`src/rtl/instr_fetch_pkg.sv`:
```
// -----------------------------------------------------------------------------
// instr_fetch_pkg
// Shared types for the instruction fetch stage.
//   ProgramCounter : PC_W-bit word address (wraps modulo 2**PC_W)
//   Instruction    : 32-bit instruction word
//   fetch_state_t  : fetch control states IDLE / FETCH / HALT
// Optional feature macro used by this slice: FETCH_PERF_EN (performance counters).
// -----------------------------------------------------------------------------
package instr_fetch_pkg;

  localparam int PC_W   = 8;
  localparam int PERF_W = 16;

  typedef logic [PC_W-1:0] ProgramCounter;
  typedef logic [31:0]     Instruction;

  typedef enum logic [1:0] {
    IDLE  = 2'd0,
    FETCH = 2'd1,
    HALT  = 2'd2
  } fetch_state_t;

endpackage : instr_fetch_pkg

```
`src/rtl/fetch_perf_ctr.sv`:
```
// -----------------------------------------------------------------------------
// fetch_perf_ctr
// Saturating event counter used by the fetch stage statistics
// (only instantiated when FETCH_PERF_EN is defined).
// Ports:
//   clk    in  clock
//   rst_n  in  asynchronous active-low reset (clears the count)
//   clr    in  synchronous clear, takes priority over inc
//   inc    in  count one event this cycle
//   count  out current count, sticks at all-ones
// -----------------------------------------------------------------------------
module fetch_perf_ctr
  import instr_fetch_pkg::*;
(
  input  logic              clk,
  input  logic              rst_n,
  input  logic              clr,
  input  logic              inc,
  output logic [PERF_W-1:0] count
);

  logic [PERF_W-1:0] count_reg;

  always_ff @(posedge clk or negedge rst_n) begin
    if (!rst_n) begin
      count_reg <= '0;
    end else if (clr) begin
      count_reg <= '0;
    end else if (inc && (count_reg != {PERF_W{1'b1}})) begin
      count_reg <= count_reg + {{(PERF_W-1){1'b0}}, 1'b1};
    end
  end

  assign count = count_reg;

endmodule : fetch_perf_ctr

```
`src/rtl/instr_fetch.sv`:
```
// -----------------------------------------------------------------------------
// instr_fetch
// Fetch stage in front of a combinational instruction ROM. Owns the PC,
// presents {instruction, PC} to decode through a registered valid/ready
// output, and handles redirects from execute, decode backpressure, start
// and halt.
// Parameters:
//   IW        ROM index width (ROM holds 2**IW words, upper address bits alias)
//   RESET_PC  PC used after reset and on every start
// Ports:
//   clk, rst_n            clock, asynchronous active-low reset
//   start                 pulse: leave IDLE/HALT and fetch from RESET_PC
//   rom_addr / rom_instr  ROM word address (= pc) and same-cycle ROM data
//   out_valid/out_ready   output handshake towards decode
//   out_instr / out_pc    fetched instruction and its PC
//   redir_valid/_target   redirect request from execute (highest priority)
//   halt / halted         stop request from decode / HALT state indicator
// Optional macro FETCH_PERF_EN adds:
//   perf_fetch_cnt        accepted handshakes (saturating)
//   perf_stall_cnt        cycles with out_valid && !out_ready (saturating)
// -----------------------------------------------------------------------------
module instr_fetch
  import instr_fetch_pkg::*;
#(
  parameter int            IW       = 4,
  parameter ProgramCounter RESET_PC = '0
) (
  input  logic              clk,
  input  logic              rst_n,
  input  logic              start,
  output ProgramCounter     rom_addr,
  input  Instruction        rom_instr,
  output logic              out_valid,
  input  logic              out_ready,
  output Instruction        out_instr,
  output ProgramCounter     out_pc,
  input  logic              redir_valid,
  input  ProgramCounter     redir_target,
  input  logic              halt,
`ifdef FETCH_PERF_EN
  output logic [PERF_W-1:0] perf_fetch_cnt,
  output logic [PERF_W-1:0] perf_stall_cnt,
`endif
  output logic              halted
);

  // The ROM decodes only rom_addr[IW-1:0]; a wider index than the PC makes
  // no sense.
  generate
    if (IW < 1 || IW > PC_W) begin : g_iw_range_check
      $error("instr_fetch: IW must lie in 1..PC_W");
    end
  endgenerate

  fetch_state_t  state_reg;
  ProgramCounter pc_reg;
  logic          out_valid_reg;
  Instruction    out_instr_reg;
  ProgramCounter out_pc_reg;
  logic          halted_reg;

  // The output register can take a new word when it is empty or being drained.
  logic load_slot;
  assign load_slot = !out_valid_reg || out_ready;

  always_ff @(posedge clk or negedge rst_n) begin
    if (!rst_n) begin
      state_reg     <= IDLE;
      pc_reg        <= RESET_PC;
      out_valid_reg <= 1'b0;
      out_instr_reg <= '0;
      out_pc_reg    <= '0;
      halted_reg    <= 1'b0;
    end else begin
      case (state_reg)
        IDLE: begin
          if (start) begin
            state_reg <= FETCH;
            pc_reg    <= RESET_PC;
          end
        end

        FETCH: begin
          if (redir_valid) begin
            // Redirect flushes whatever decode has not yet taken, even if
            // out_ready is high this cycle; the target is fetched next cycle.
            pc_reg        <= redir_target;
            out_valid_reg <= 1'b0;
          end else if (halt) begin
            state_reg     <= HALT;
            out_valid_reg <= 1'b0;
            halted_reg    <= 1'b1;
          end else if (load_slot) begin
            out_instr_reg <= rom_instr;
            out_pc_reg    <= pc_reg;
            out_valid_reg <= 1'b1;
            pc_reg        <= pc_reg + ProgramCounter'(1);
          end
        end

        HALT: begin
          if (start) begin
            state_reg  <= FETCH;
            pc_reg     <= RESET_PC;
            halted_reg <= 1'b0;
          end
        end

        default: begin
          state_reg     <= IDLE;
          out_valid_reg <= 1'b0;
          halted_reg    <= 1'b0;
        end
      endcase
    end
  end

  assign rom_addr  = pc_reg;
  assign out_valid = out_valid_reg;
  assign out_instr = out_instr_reg;
  assign out_pc    = out_pc_reg;
  assign halted    = halted_reg;

`ifdef FETCH_PERF_EN
  // Counters restart whenever a start actually launches a new run.
  logic              perf_clr;
  logic [1:0]        perf_inc;
  logic [PERF_W-1:0] perf_cnt [2];

  assign perf_clr    = start && (state_reg != FETCH);
  assign perf_inc[0] = out_valid_reg && out_ready;
  assign perf_inc[1] = out_valid_reg && !out_ready;

  generate
    for (genvar gi = 0; gi < 2; gi++) begin : g_perf
      fetch_perf_ctr u_ctr (
        .clk   (clk),
        .rst_n (rst_n),
        .clr   (perf_clr),
        .inc   (perf_inc[gi]),
        .count (perf_cnt[gi])
      );
    end
  endgenerate

  assign perf_fetch_cnt = perf_cnt[0];
  assign perf_stall_cnt = perf_cnt[1];
`endif

endmodule : instr_fetch

```
`config.mk`:
```
export PLATFORM = sky130hd
export DESIGN_NAME = instr_fetch
export DESIGN_NICKNAME = d
export VERILOG_FILES = /design/src/rtl/instr_fetch_pkg.sv /design/src/rtl/fetch_perf_ctr.sv /design/src/rtl/instr_fetch.sv
export SDC_FILE = /design/constraint.sdc
export NUM_CORES = 1
export LEC_CHECK = 0
export CAP_MARGIN = 25
export CORE_UTILIZATION = 42
export CTS_CLUSTER_DIAMETER = 120
export DETAILED_ROUTE_END_ITERATION = 8
export PLACE_DENSITY = 0.79
export SLEW_MARGIN = 5
export SYNTH_ARGS = -nofsm -noshare
export SYNTH_HDL_FRONTEND = slang
export SYNTH_SLANG_ARGS = --single-unit
```
`constraint.sdc`:
```
create_clock -name clk -period 2.2 [get_ports clk]
set_input_delay 0.44 -clock clk [delete_from_list [all_inputs] [get_ports clk]]
set_output_delay 0.44 -clock clk [all_outputs]
set_load 0.02 [all_outputs]
```
# ---- After elaboration in Yosys (flattened, before gate mapping)
# Cells that the tools add are included.
dict set report word_totals {
  ff_bits 52
  inputBits 46
  output_inout_bits 50
  elab_cells 47
}
dict set report classes {
  add_sub_neg 1
  eq_ne 9
  muxes 17
  bitwise 4
  n_reduce_logical 10
}
# cell count
set op_table {}
lappend op_table {{2-to-1 mux 8 bit} 4}
lappend op_table {{one-hot mux 8 bit (2 select lines)} 1}
lappend op_table {{AND reduction 4 bit} 3}
lappend op_table {{adder 8 x 1 -> 8 bit, second input constant} 1}
lappend op_table {{2-to-1 mux 1 bit} 6}
lappend op_table {{2-to-1 mux 2 bit} 3}
lappend op_table {{!= test 2 bit, second input constant} 3}
lappend op_table {{!= test 3 bit, second input constant} 2}
lappend op_table {{!= test 4 bit, second input constant} 1}
lappend op_table {{inverter 1 bit} 4}
lappend op_table {{one-hot mux 2 bit (2 select lines)} 1}
lappend op_table {{one-hot mux 1 bit (3 select lines)} 1}
lappend op_table {{AND reduction 3 bit} 1}
lappend op_table {{== test 2 x 1 -> 1 bit, second input constant} 1}
lappend op_table {{== test 2 bit, second input constant} 1}
lappend op_table {{zero test 2 bit} 1}
lappend op_table {{!= test 2 x 1 -> 1 bit, second input constant} 1}
lappend op_table {{one-hot mux 1 bit (2 select lines)} 1}
lappend op_table {{AND reduction 2 bit} 1}
lappend op_table {{nonzero test 2 bit} 1}
lappend op_table {{OR reduction 2 bit} 1}
lappend op_table {{zero test 1 bit} 1}
lappend op_table {{logical OR 1 bit} 1}

# ---- Longest topological paths before layout
dict set report depth {
  word_depth 6
  depth_mapped 6
  mapped_depth_nobuf 5
}

# ---- Least setup slack after synthesis
# No wires, ideal clock.
dict set report synth_timing {
  path_type {input to register}
  from {input port redir_valid}
  to {register out_instr_reg[17] (netlist: out_instr[17])}
  setup_ns 0.117
  arrival_time_ns 1.501
  required_ns 2.083
  setup_slack_ns 0.583
  cell_stages 6
  path_buffers 2
  path_cell_list {or4b_4 -> nand2b_4 -> buf_6 -> clkbuf_8 -> nand2_1 -> nand2_1}
}
dict set report synth_between {
  elab_chain_len 2
}
# element line_no
set synth_rtl {}
lappend synth_rtl {{start, declared} instr_fetch.sv:37} ;# input logic redir_valid,
lappend synth_rtl {{inverter 1 bit (no source line)} -}
lappend synth_rtl {{AND reduction 4 bit (no source line)} -}
lappend synth_rtl {{end signal, assigned} instr_fetch.sv:94} ;# out_instr_reg <= rom_instr;
lappend synth_rtl {{end, declared} instr_fetch.sv:58} ;# Instruction out_instr_reg;
# No other way between the ends.
# A chain may end at the register's enable or synchronous reset.

# ---- Worst setup path in the final report
dict set report layout_timing {
  from {register pc_reg[5] (netlist: rom_addr[5])}
  to {output port rom_addr[5]}
}
# element line_no
set layout_rtl {}
lappend layout_rtl {{start, declared} instr_fetch.sv:56} ;# ProgramCounter pc_reg;
lappend layout_rtl {{start signal, assigned} instr_fetch.sv:87} ;# pc_reg <= redir_target;
lappend layout_rtl {{start signal, assigned} instr_fetch.sv:97} ;# pc_reg <= pc_reg + ProgramCounter'(1);
lappend layout_rtl {{end, declared} instr_fetch.sv:31} ;# output ProgramCounter rom_addr,
# No word-level cell between the ends.

==> flow_metrics.tcl <==
set metrics [dict create \
    status "finished clean" \
    drtIter0Drc 124 \
    drive_gt1_frac 0.0829 \
    grt_setup_unrepaired "no" \
    cts_resized 0 \
    antenna_found_initial 0 \
    fin_ws_ns 0.343 \
    drt_wl_total_um 5330 \
    p_int_mw 2.85 \
    grt_pass1_vias 1938 \
    synth.area.top_cells "dfrtp_1 (57%), nand2_1 (20%), buf_6 (2.0%)" \
    grt_pass1_wl_um 8440 \
    h-tree-depth 2 \
    crit_buf_inv 1 \
    ys_seq_elements 52 \
    worstSetupPathType "flip-flop to primary output" \
    critPathLaunchType "flip-flop" \
    worstPathMaxFanout 6 \
    largest_register_ffs 32 \
    top_level_ports 96 \
    vias_per_cell 4.84 \
    synthCells 246 \
    coreArea_um2 5170 \
    cts.clk_slew.worst_paths_ns 0.09 \
    max_freq_ghz 0.539 \
    hold_buffers 0 \
    hold_viol 0 \
    min_period_ns 1.86 \
    yosys.area.top_type "dfrtp_1" \
    cts_setup_buffers 0 \
    postSynthAreaPerCell_um2 9.24 \
    clock_power_share 0.143 \
    worstMarginPinSlew_ns 0.432 \
    num_vias 2034 \
    fin_skew_ns 0.00427 \
    place_congestion 0.863 \
    rows 26 \
    start_util 0.440 \
    max_stage_delay_ns 0.66 \
    drv_cap 0 \
    groute.usage.overall 0.193 \
    fin_nets 396 \
    die_area_um2 5710 \
    drt_first_pass_iters 4 \
    io_buffers 95 \
    power_mw 4.66 \
    ir_drop_mv 0.597 \
    grt.overflow.total 0 \
    die_w_um 75.6 \
    synth_fp_nets 293 \
    worst_hold_slack_ns 0.0160 \
    p_per_area_nw_per_um2 1340 \
    cts_sinks 52 \
    synth.distinct_cells 40 \
    cts_tree "done" \
    end_kind "primary output" \
    synthDominantCellAreaShare 0.572 \
    leakagePower_nw 1.64 \
    cts_root_buf "clkbuf_8" \
    final_max_slew_viol_count 0 \
    die_y_um 75.6 \
    ant_nets 0 \
    grt_max_degree 41 \
    path_cells "clkdlybuf4s50_1" \
    syn-cell-area_um2 2270 \
    cp.arrival_ns 1.42 \
    yosysWarnings 0 \
    avgRoutedWirePerCell_um 12.7 \
    p_seq_frac 0.362 \
    fin_setup_tns_ns 0 \
    switchingPower_mw 1.80 \
    n_antenna_cell 0 \
    dp_slack_ns 0.0671 \
    drc 0 \
    cts_buffers 5 \
    critical-path-top-delay-family "buffers and inverters" \
    period_share 0.844 \
    combPwrFrac 0.495 \
    insertion_delay_ns 0.30 \
    critPathRequiredTime_ns 1.76 \
    seq_area_frac_synth 0.572 \
    switching_share 0.387 \
    min_path_type "input port to asynchronous set/reset pin" \
    cts_buffer_depth 2 \
    setup_viol 0 \
    cp_slowest_cell "clkdlybuf4s50_1" \
    syn_to_final_growth_pct 52.7 \
    relSlewSlack 0.708 \
    dpl.hpwl_um 4020 \
]
cells in the mapped netlist, drive strengths merged:
cell type	instances
nor2b	2
mux2i	1
buf	9
nor4	1
o22ai	2
o41ai	1
or2b	2
and2b	1
dfrtp	52
nand4	1
ha	1
o211ai	5
a21oi	3
xnor2	1
or3	1
clkbuf	2
a211oi	1
a22oi	3
or4b	2
and3	1
o21ai	8
nand2	121
nand3	7
o311ai	1
nor3	4
o2bb2ai	2
xor2	1
nand2b	2
inv	5
nor2	3
power groups by stage:
stage / logic (mW) / registers [mW] / clock network [mW]
detailed placement: 2.32 / 1.71 / 0
finish: 2.30 / 1.69 / 0.666
global placement: 2.28 / 1.69 / 0
global route: 2.53 / 1.75 / 0.715
CTS: 2.33 / 1.69 / 0.688
floorplan: 0.660 / 2.19 / 0
cell usage in the layout, fill, tap and decap left out, types with 2 or more instances in the layout:
master             n
nand3_1            7
clkdlybuf4s50_1   94
a22oi_1            3
buf_4              8
nor3_1             4
o21ai_0            7
o211ai_1           3
nor2_1             3
nand2_1          121
clkbuf_8           5
inv_1              5
buf_12             4
dfrtp_1           52
o211ai_2           2
a21oi_1            3
o22ai_1            2
cell families (layout without fill, tap and decap cells):
| group | count (synthesis) | count (layout) | share of synthesized area |
|---|---|---|---|
| adder cells (fa/ha/maj) | 1 | 1 | 0.00550 |
| flip-flops | 52 | 52 | 0.572 |
| buffers and inverters | 16 | 120 | 0.0479 |
| AO/OA/AOI/OAI | 26 | 26 | 0.0836 |
| XOR/XNOR | 2 | 2 | 0.00771 |
| AND/OR/NAND/NOR | 148 | 148 | 0.278 |
| multiplexers | 1 | 1 | 0.00440 |
path summary, 6_finish.rpt:
kind | from | endpoint | slack (ns) | depth (start not counted)
hold reg to reg | out_instr[3] | out_instr[3] | 0.48 | 2
min in group clk | out_instr[3] | out_instr[3] | 0.48 | 2
max in group asynchronous | rst_n | out_instr[4] | 1.69 | 2
hold / removal | rst_n | out_instr[28] | 0.02 | 1
setup / recovery | rom_addr[5] | rom_addr[5] | 0.34 | 1
setup reg to reg | state_reg[1] | out_instr[24] | 0.51 | 5
layer usage:
metal  vias up  GRT usage  wire [um]
met5         -          0          0
met4         0     0.0741         79
met3         8     0.0463        384
met2        76      0.321       2630
met1       947      0.246       2240
li1       1003          -          -
stage by stage:
stage	instances	area (um2)	util
finish	420	3470	0.671
CTS	420	3470	0.671
detailed placement	412	3360	0.649
global placement	412	3360	0.649
floorplan	246	2270	-
global route	420	3470	0.671
final cells by class:
class                           count  area [um2]
Clock buffer                        5        68.8
Inverter                            5        18.8
Fill cell                         409        1700
Clock inverter                      3        46.3
Sequential cell                    52        1300
Timing Repair Buffer              107        1090
Tap cell                           70        87.6
Multi-Input combinational cell    178         863
No activity file was read; power rests on OpenSTA's default activity.
